`src/rtl/mvp_pkg.sv`:
```
// mvp_pkg: FSM state type and arithmetic helpers shared by mat_vec_prod_seq.
// Defining MVP_SATURATE_EN makes the result clamp instead of wrap.
package mvp_pkg;

  typedef enum logic [1:0] {IDLE, RUN, OUT} state_t;

  // Width of the intermediate value handed to reduce_result.
  localparam int RED_W = 64;

  function automatic int acc_width(input int w, input int n);
    return 2 * w + $clog2(n);
  endfunction

  // Reduce a sign-extended shifted accumulator to w significant bits.
  function automatic logic signed [RED_W-1:0] reduce_result(input logic signed [RED_W-1:0] v,
                                                            input int w);
`ifdef MVP_SATURATE_EN
    logic signed [RED_W-1:0] hi;
    logic signed [RED_W-1:0] lo;
    hi = (64'sd1 <<< (w - 1)) - 64'sd1;
    lo = -(64'sd1 <<< (w - 1));
    if (v > hi) return hi;
    if (v < lo) return lo;
    return v;
`else
    return v & ((64'sd1 <<< w) - 64'sd1);
`endif
  endfunction

endpackage

```
`src/rtl/mvp_mac.sv`:
```
// mvp_mac: registered signed multiply-accumulate with clear and enable.
// acc_nxt exposes the value the accumulator takes on the coming edge.
module mvp_mac #(
  parameter int W     = 16,
  parameter int ACC_W = 34
) (
  input  logic                    clk,
  input  logic                    rst_n,
  input  logic                    clr,
  input  logic                    en,
  input  logic signed [W-1:0]     a,
  input  logic signed [W-1:0]     b,
  output logic signed [ACC_W-1:0] acc_nxt
);

  logic signed [2*W-1:0]   prod_p0;
  logic signed [ACC_W-1:0] acc_p1;

  assign prod_p0 = a * b;

  always_comb begin
    acc_nxt = acc_p1;
    if (clr)
      acc_nxt = '0;
    else if (en)
      acc_nxt = acc_p1 + ACC_W'(prod_p0);
  end

  // stage p0 -> p1: accumulator register
  always_ff @(posedge clk or negedge rst_n) begin
    if (!rst_n)
      acc_p1 <= '0;
    else
      acc_p1 <= acc_nxt;
  end

endmodule

```
`src/rtl/mat_vec_prod_seq.sv`:
```
// mat_vec_prod_seq: y = A*x with one MAC per cycle and valid/ready on every port.
// Build option MVP_SATURATE_EN clamps each y element instead of wrapping it.
module mat_vec_prod_seq
  import mvp_pkg::*;
#(
  parameter int N    = 4,
  parameter int W    = 16,
  parameter int FRAC = 8
) (
  input  logic                clk,
  input  logic                rst_n,
  input  logic                vec_valid,
  output logic                vec_ready,
  input  logic [N*W-1:0]      vec_data,
  input  logic                a_valid,
  output logic                a_ready,
  input  logic signed [W-1:0] a_data,
  output logic                y_valid,
  input  logic                y_ready,
  output logic signed [W-1:0] y_data,
  output logic                y_last,
  output logic                busy
);

  localparam int ACC_W = acc_width(W, N);
  localparam int CNT_W = $clog2(N);

  state_t                  state;
  logic [CNT_W-1:0]        row;
  logic [CNT_W-1:0]        col;
  logic signed [W-1:0]     xreg [N];
  logic signed [ACC_W-1:0] acc_nxt;
  logic signed [ACC_W-1:0] acc_shift;
  logic                    mac_clr;
  logic                    mac_en;

  assign vec_ready = (state == IDLE);
  assign mac_clr   = (state != RUN);
  assign mac_en    = (state == RUN) && a_valid;
  // acc_nxt already holds the final product on the cycle col N-1 is accepted
  assign acc_shift = acc_nxt >>> FRAC;

  mvp_mac #(.W(W), .ACC_W(ACC_W)) u_mac (
    .clk     (clk),
    .rst_n   (rst_n),
    .clr     (mac_clr),
    .en      (mac_en),
    .a       (a_data),
    .b       (xreg[col]),
    .acc_nxt (acc_nxt)
  );

  always_ff @(posedge clk) begin
    if (vec_ready && vec_valid)
      for (int j = 0; j < N; j++)
        xreg[j] <= vec_data[j*W +: W];
  end

  always_ff @(posedge clk or negedge rst_n) begin
    if (!rst_n) begin
      state   <= IDLE;
      row     <= '0;
      col     <= '0;
      a_ready <= 1'b0;
      y_valid <= 1'b0;
      y_data  <= '0;
      y_last  <= 1'b0;
      busy    <= 1'b0;
    end else begin
      case (state)
        IDLE: if (vec_valid) begin
          state   <= RUN;
          row     <= '0;
          col     <= '0;
          a_ready <= 1'b1;
          busy    <= 1'b1;
        end
        RUN: if (a_valid) begin
          if (col == CNT_W'(N - 1)) begin
            state   <= OUT;
            col     <= '0;
            a_ready <= 1'b0;
            y_valid <= 1'b1;
            y_data  <= W'(reduce_result(RED_W'(acc_shift), W));
            y_last  <= (row == CNT_W'(N - 1));
          end else begin
            col <= col + 1'b1;
          end
        end
        OUT: if (y_ready) begin
          y_valid <= 1'b0;
          if (row == CNT_W'(N - 1)) begin
            state <= IDLE;
            busy  <= 1'b0;
          end else begin
            row     <= row + 1'b1;
            state   <= RUN;
            a_ready <= 1'b1;
          end
        end
        default: state <= IDLE;
      endcase
    end
  end

endmodule

```
`config.mk`:
```
export PLATFORM = sky130hd
export DESIGN_NAME = mat_vec_prod_seq
export DESIGN_NICKNAME = d
export VERILOG_FILES = /design/src/rtl/mvp_pkg.sv /design/src/rtl/mvp_mac.sv /design/src/rtl/mat_vec_prod_seq.sv
export SDC_FILE = /design/constraint.sdc
export NUM_CORES = 1
export LEC_CHECK = 0
export CAP_MARGIN = 5
export CORE_AREA = 2 2 157 159
export CTS_BUF_LIST = sky130_fd_sc_hd__clkbuf_8 sky130_fd_sc_hd__clkbuf_16
export DETAILED_ROUTE_END_ITERATION = 8
export DIE_AREA = 0 0 159 161
export PLACE_DENSITY_LB_ADDON = 0.3
export SETUP_SLACK_MARGIN = 0.15
export SYNTH_ARGS = -nofsm -noshare
export SYNTH_HDL_FRONTEND = slang
export SYNTH_SLANG_ARGS = --single-unit
```
`constraint.sdc`:
```
create_clock -name clk -period 7.4 [get_ports clk]
set_clock_uncertainty 0.1 [all_clocks]
set_input_delay 1.11 -clock clk [delete_from_list [all_inputs] [get_ports clk]]
set_output_delay 1.11 -clock clk [all_outputs]
set_load 0.1 [all_outputs]
```
Yosys cells after proc, flatten, opt, wreduce, memory -nomap -nowiden
Memory sizes are Yosys's and may differ from the RTL's.
Index checks and enable logic that the tools add are counted.
- memories kept: 1
- RAM bits: 64
- word-level logic and storage cells: 71
- register bits after elaboration: 60
- input bits: 85
- output and inout port bits: 21
- equality and inequality tests: 11
- add/subtract/negate cells: 3
- $mul: 1
- mux-type cells: 30
- reductions and logical operators: 15
- memory list (name ; depth ; width ; read ports ; clocked after memory_dff ; write ports ; line ; text):
    xreg ; 4 ; 16 ; 1 ; 0 ; 4 ; mat_vec_prod_seq.sv:31 ; logic signed [W-1:0] xreg [N];
- operator list (cell ; number):
    $mux W34 ; 2
    $add A34 B32 Y34 ; 1
    $mul A16 B16 Y32 ; 1
    $mux W2 ; 9
    $reduce_and A4 Y1 ; 4
    $mux W1 ; 13
    $ne A2 B2 Y1 const B ; 5
    $pmux W2 S2 ; 2
    $reduce_bool A2 Y1 ; 4
    $eq A2 B2 Y1 const B ; 3
    $pmux W2 S3 ; 1
    $reduce_and A3 Y1 ; 2
    $reduce_and A6 Y1 ; 1
    $add A2 B1 Y2 const B ; 2
    $ne A2 B1 Y1 const B ; 2
    $pmux W1 S2 ; 2
    $pmux W1 S3 ; 1
    $reduce_bool A3 Y1 ; 1
    $eq A2 B1 Y1 const B ; 1
    $logic_and A1 B1 Y1 ; 2
    $logic_not A2 Y1 ; 1

Longest topological paths before layout
An unclocked memory read counts as a cell.
- depth in word-level cells: 5
- gate-level depth with buffers: 25

Cells and area by module
From an unflattened synthesis, not the netlist that was laid out.
- cell total of the unflattened synthesis: 1557
- area, all modules: 16424.5 um2
- modules (own cells, without submodules) (module ; times used ; cells an instance ; area an instance (um2)):
    mvp_mac ; 1 ; 1384 ; 12839.8
    mat_vec_prod_seq ; 1 ; 173 ; 3584.7

Least setup slack after synthesis
No wires, ideal clock.
- kind: register -> register
- start: register col[0]
- end: register u_mac.acc_p1[23]
- arrival: 6730 ps
- stages on the path, launching flop included: 25
- slack: 484 ps
- buffers on the path: 3
- library setup time: 87 ps
- cells stage by stage: dfrtp_1 buf_6 buf_2 mux4_2 clkbuf_1 and2_1 fa_1 inv_1 fa_1 fa_1 inv_1 fa_1 fa_1 inv_1 fa_1 inv_1 ha_1 and2_1 nand3_1 or4_1 a31oi_1 nor3_1 a21oi_1 xnor2_1 a211oi_2
- cells in the longest elaborated chain, start to end: 5
- ends and longest elaborated chain (item ; line ; text):
    start, declared ; mat_vec_prod_seq.sv:30 ; logic [CNT_W-1:0] col;
    start signal, assigned ; mat_vec_prod_seq.sv:87 ; col <= col + 1'b1;
    $mem_v2 Z4 W16 ; - ;
    $mul A16 B16 Y32 ; mvp_mac.sv:19 ; assign prod_p0 = a * b;
    $add A34 B32 Y34 ; mvp_mac.sv:26 ; acc_nxt = acc_p1 + ACC_W'(prod_p0);
    $mux W34 ; mvp_mac.sv:25 ; else if (en)
    $mux W34 ; mvp_mac.sv:23 ; if (clr)
    via acc_nxt[23] ; mat_vec_prod_seq.sv:32 ; logic signed [ACC_W-1:0] acc_nxt;
    end signal, assigned ; mvp_mac.sv:34 ; acc_p1 <= acc_nxt;
    end, declared ; mvp_mac.sv:17 ; logic signed [ACC_W-1:0] acc_p1;
The timed path passes the listed nets, and every way through them passes these cells. The select of a mux whose other input is x is not followed.
A chain may end at the register's enable or synchronous reset.

Final worst setup path
- start: input port a_data[2]
- end: register y_data[5]
- cells in the longest elaborated chain, start to end: 4
- ends and longest elaborated chain (item ; line ; text):
    start, declared ; mat_vec_prod_seq.sv:17 ; input logic signed [W-1:0] a_data,
    $mul A16 B16 Y32 ; mvp_mac.sv:19 ;
    $add A34 B32 Y34 ; mvp_mac.sv:26 ;
    $mux W34 ; mvp_mac.sv:25 ;
    $mux W34 ; mvp_mac.sv:23 ;
    end signal, assigned ; mat_vec_prod_seq.sv:84 ; y_data <= W'(reduce_result(RED_W'(acc_shift), W));
    end, declared ; mat_vec_prod_seq.sv:20 ; output logic signed [W-1:0] y_data,
Every way passes these cells. The select of a mux whose other input is x is not followed.

==> impl_metrics.csv <==
group,metric,value,unit
status,outcome,"completed",
routing,routed_wl,30200,µm
routing,first_pass_iters,5,
routing,via_count,9097,
placement,place_congestion,0.882,
global_routing,globalRoute.totalOverflow,0,
yosys,synth_area,13000,µm²
job,cap_viol_max_count,0,
global_routing,antenna_found_initial,1,
timing,final-hold-violation-count,0,
yosys,synth-edff-count,64,
timing,maxSlewViolCount,0,
yosys,synth_top_family_by_area,"adder cells",
clock_network,cts_made_buffers,17,
yosys,synth_compound_area_frac,0.0435,
yosys,synthMuxAreaShare,0.0487,
die,core_area,24000,µm²
clock_network,postCtsHoldBufs,0,
final_layout,num-nets-final,1790,
timing,hold_ws,0.380,ns
routing,drt-initial-drc-count,527,
placement,dp_hpwl,23200,µm
placement,dpl-instance-area,14700,µm²
placement,port_buffers,105,
yosys,yosys.area.top_type_share,0.321,
clock_network,clk_latency,0.42,ns
routing,drc,0,
yosys,yosysWarnings,0,
timing,rsz0062_at_grt,"no",
timing,setup_viol,0,
final_layout,n_fill_cell,1945,
clock_network,clkTransAtPathRegs,0.06,ns
yosys,yosys.area_share.xor_xnor,0.0326,
yosys,ys.flop_type,"edfxtp_1",
yosys,ys_seq_elements,114,
die,die-width,159,µm
timing,final.period_utilization,0.936,
yosys,synthArstFlopShare,0.439,
global_routing,track_usage,0.238,
clock_network,clock_sinks,114,
setup_path,crit_required,7.56,ns
clock_network,clockBufferDepth,2,
global_routing,grt_pass1_wl,47900,µm
final_layout,fin_area,15500,µm²
global_routing,grt_pass1_vias,9749,
global_routing,grt_max_degree,66,
routing,viasPerCell,5.20,
setup_path,cp_max_fo,10,
die,dieArea,25600,µm²
timing,finalCriticalPeriod,6.93,ns
setup_path,arrival,7.09,ns
yosys,synth_cells,1268,
yosys,yosys.area_share.simple,0.124,
timing,worst_pin_slew,1.09,ns
die,die_y,161,µm
min_path,hp-class,"reg2reg",
clock_network,htreeDepth,4,
setup_path,path_class,"in2reg",
timing,fmax,0.144,GHz
die,io_pins,106,
final_layout,drive_gt1_frac,0.0905,
die,rows,57,
yosys,avgSynthCellArea,10.3,µm²
routing,ant_nets,0,
setup_path,critPathLaunchType,"input port",
clock_network,cts-root-buf,"clkbuf_16",
yosys,syn_nets,1645,
final_layout,syn2layout_area_growth,19.2,%
yosys,ys_seq_area_frac,0.244,
yosys,yosysTopAreaCell,"fa_1",
clock_network,cts_tree,"built",
yosys,ys_types,49,
yosys,synth_fa_ha_area_frac,0.401,
yosys,synth_area_leaders,"fa_1 32%, edfxtp_1 15%, dfrtp_1 9.6%",
timing,tns,0,ns
routing,post_drt_wl_per_cell,17.2,µm
timing,slew-limit-headroom,0.273,
setup_path,end_kind,"flop",
die,start_util,0.543,
[path summary, 6_finish.rpt]
path | startpoint | endpoint | slack (ns) | cells past startpoint
max in group asynchronous | rst_n | col[1] | 6.01 | 2
min reg2reg | y_data[10] | y_data[10] | 0.38 | 2
min | y_data[10] | y_data[10] | 0.38 | 2
max reg2reg | col[0] | y_data[5] | 0.48 | 23
max | a_data[2] | y_data[5] | 0.47 | 21
min in group asynchronous | rst_n | y_data[11] | 0.70 | 2
[registers in the layout, indices dropped and copies added, names as in the netlist]
register,count
a_ready,1
busy,1
col,2
state,2
y_valid,1
xreg,64
y_last,1
u_mac.acc_p1,24
row,2
y_data,16
[area by class of cell]
cell class              count  area, µm²  share of cell area
diodes                      1       2.50            0.000161
clock buffers              17        425              0.0274
clock inverters            15        135             0.00870
inverters                 320       1200              0.0774
multi-input cells         794       8610               0.555
flip-flops and latches    114       3180               0.205
well taps                 324        405              0.0261
repair buffers            166       1560               0.101
[cells by family (layout without fill, tap and decap cells)]
group / after synthesis / in the layout
other cells: 0 / 1
xor+xnor: 46 / 46
fa+ha+maj: 292 / 292
compound gates: 90 / 90
flops: 114 / 114
simple gates: 319 / 319
mux: 42 / 47
buf+inv: 365 / 518
[routing by layer]
layer / global-route usage / wire [µm] / up-vias
met5: 0 / 0 / -
met3: 0.0303 / 1450 / 57
li1: - / - / 4150
met4: 0.0864 / 1020 / 0
met1: 0.297 / 12000 / 4621
met2: 0.427 / 15700 / 269
[cell usage in the layout (no fill, tap or decap), drive strengths merged, types with 17 or more instances in the layout]
master / synthesis / routed
buf: 7 / 62
inv: 320 / 326
nand2: 114 / 114
dfrtp: 50 / 50
clkdlybuf4s50: 0 / 103
and2: 137 / 137
o21ai: 27 / 27
ha: 83 / 83
fa: 209 / 209
mux2i: 18 / 18
mux4: 16 / 21
edfxtp: 64 / 64
xnor2: 32 / 32
clkbuf: 38 / 17
nor2: 37 / 37
a21oi: 23 / 23
[through the flow]
step	std cells	utilization	setup WS [ns]
floorplan	1268	-	0.484
global placement	1699	0.614	0.148
detailed placement	1699	0.614	0.0127
CTS	1731	0.637	0.285
global route	1751	0.648	0.151
finish	1751	0.648	0.473
[synth_stat cells, types with 5 or more instances]
cell type and n:
inv_1 319, fa_1 209, and2_1 137, nand2_1 113, ha_1 83, edfxtp_1 64, dfrtp_1 50, clkbuf_1 38
nor2_1 37, xnor2_1 31, o21ai_0 26, a21oi_1 23, mux2i_1 18, mux4_2 15, xor2_1 13, mux2_2 8
o31ai_1 8, a21o_1 6, nand2b_1 6, a211oi_1 5, or2_2 5
[critical path, cell delays in order]
cell and delay, ns:
clkdlybuf4s50_1 0.69, buf_4 0.30, and2_1 0.15, fa_1 0.52
fa_1 0.43, ha_1 0.21, fa_1 0.47, inv_1 0.05
fa_1 0.49, fa_1 0.49, inv_1 0.04, ha_1 0.33
a21oi_1 0.22, o311ai_0 0.16, buf_4 0.17, a21bo_2 0.22
a21oi_1 0.22, inv_1 0.06, a21oi_1 0.18, xor2_1 0.39
o21ai_0 0.15
[timing repair]
action,CTS,global route
pin swaps,0,1
hold endpoints to repair,0,0
cloned,0,5
setup buffers,0,14
gates resized for setup,1,8
setup endpoints to repair,2,12
Power is left out: the tool's default activity adds up to more than one toggle a clock period on the data nets, which glitch-free logic cannot reach.
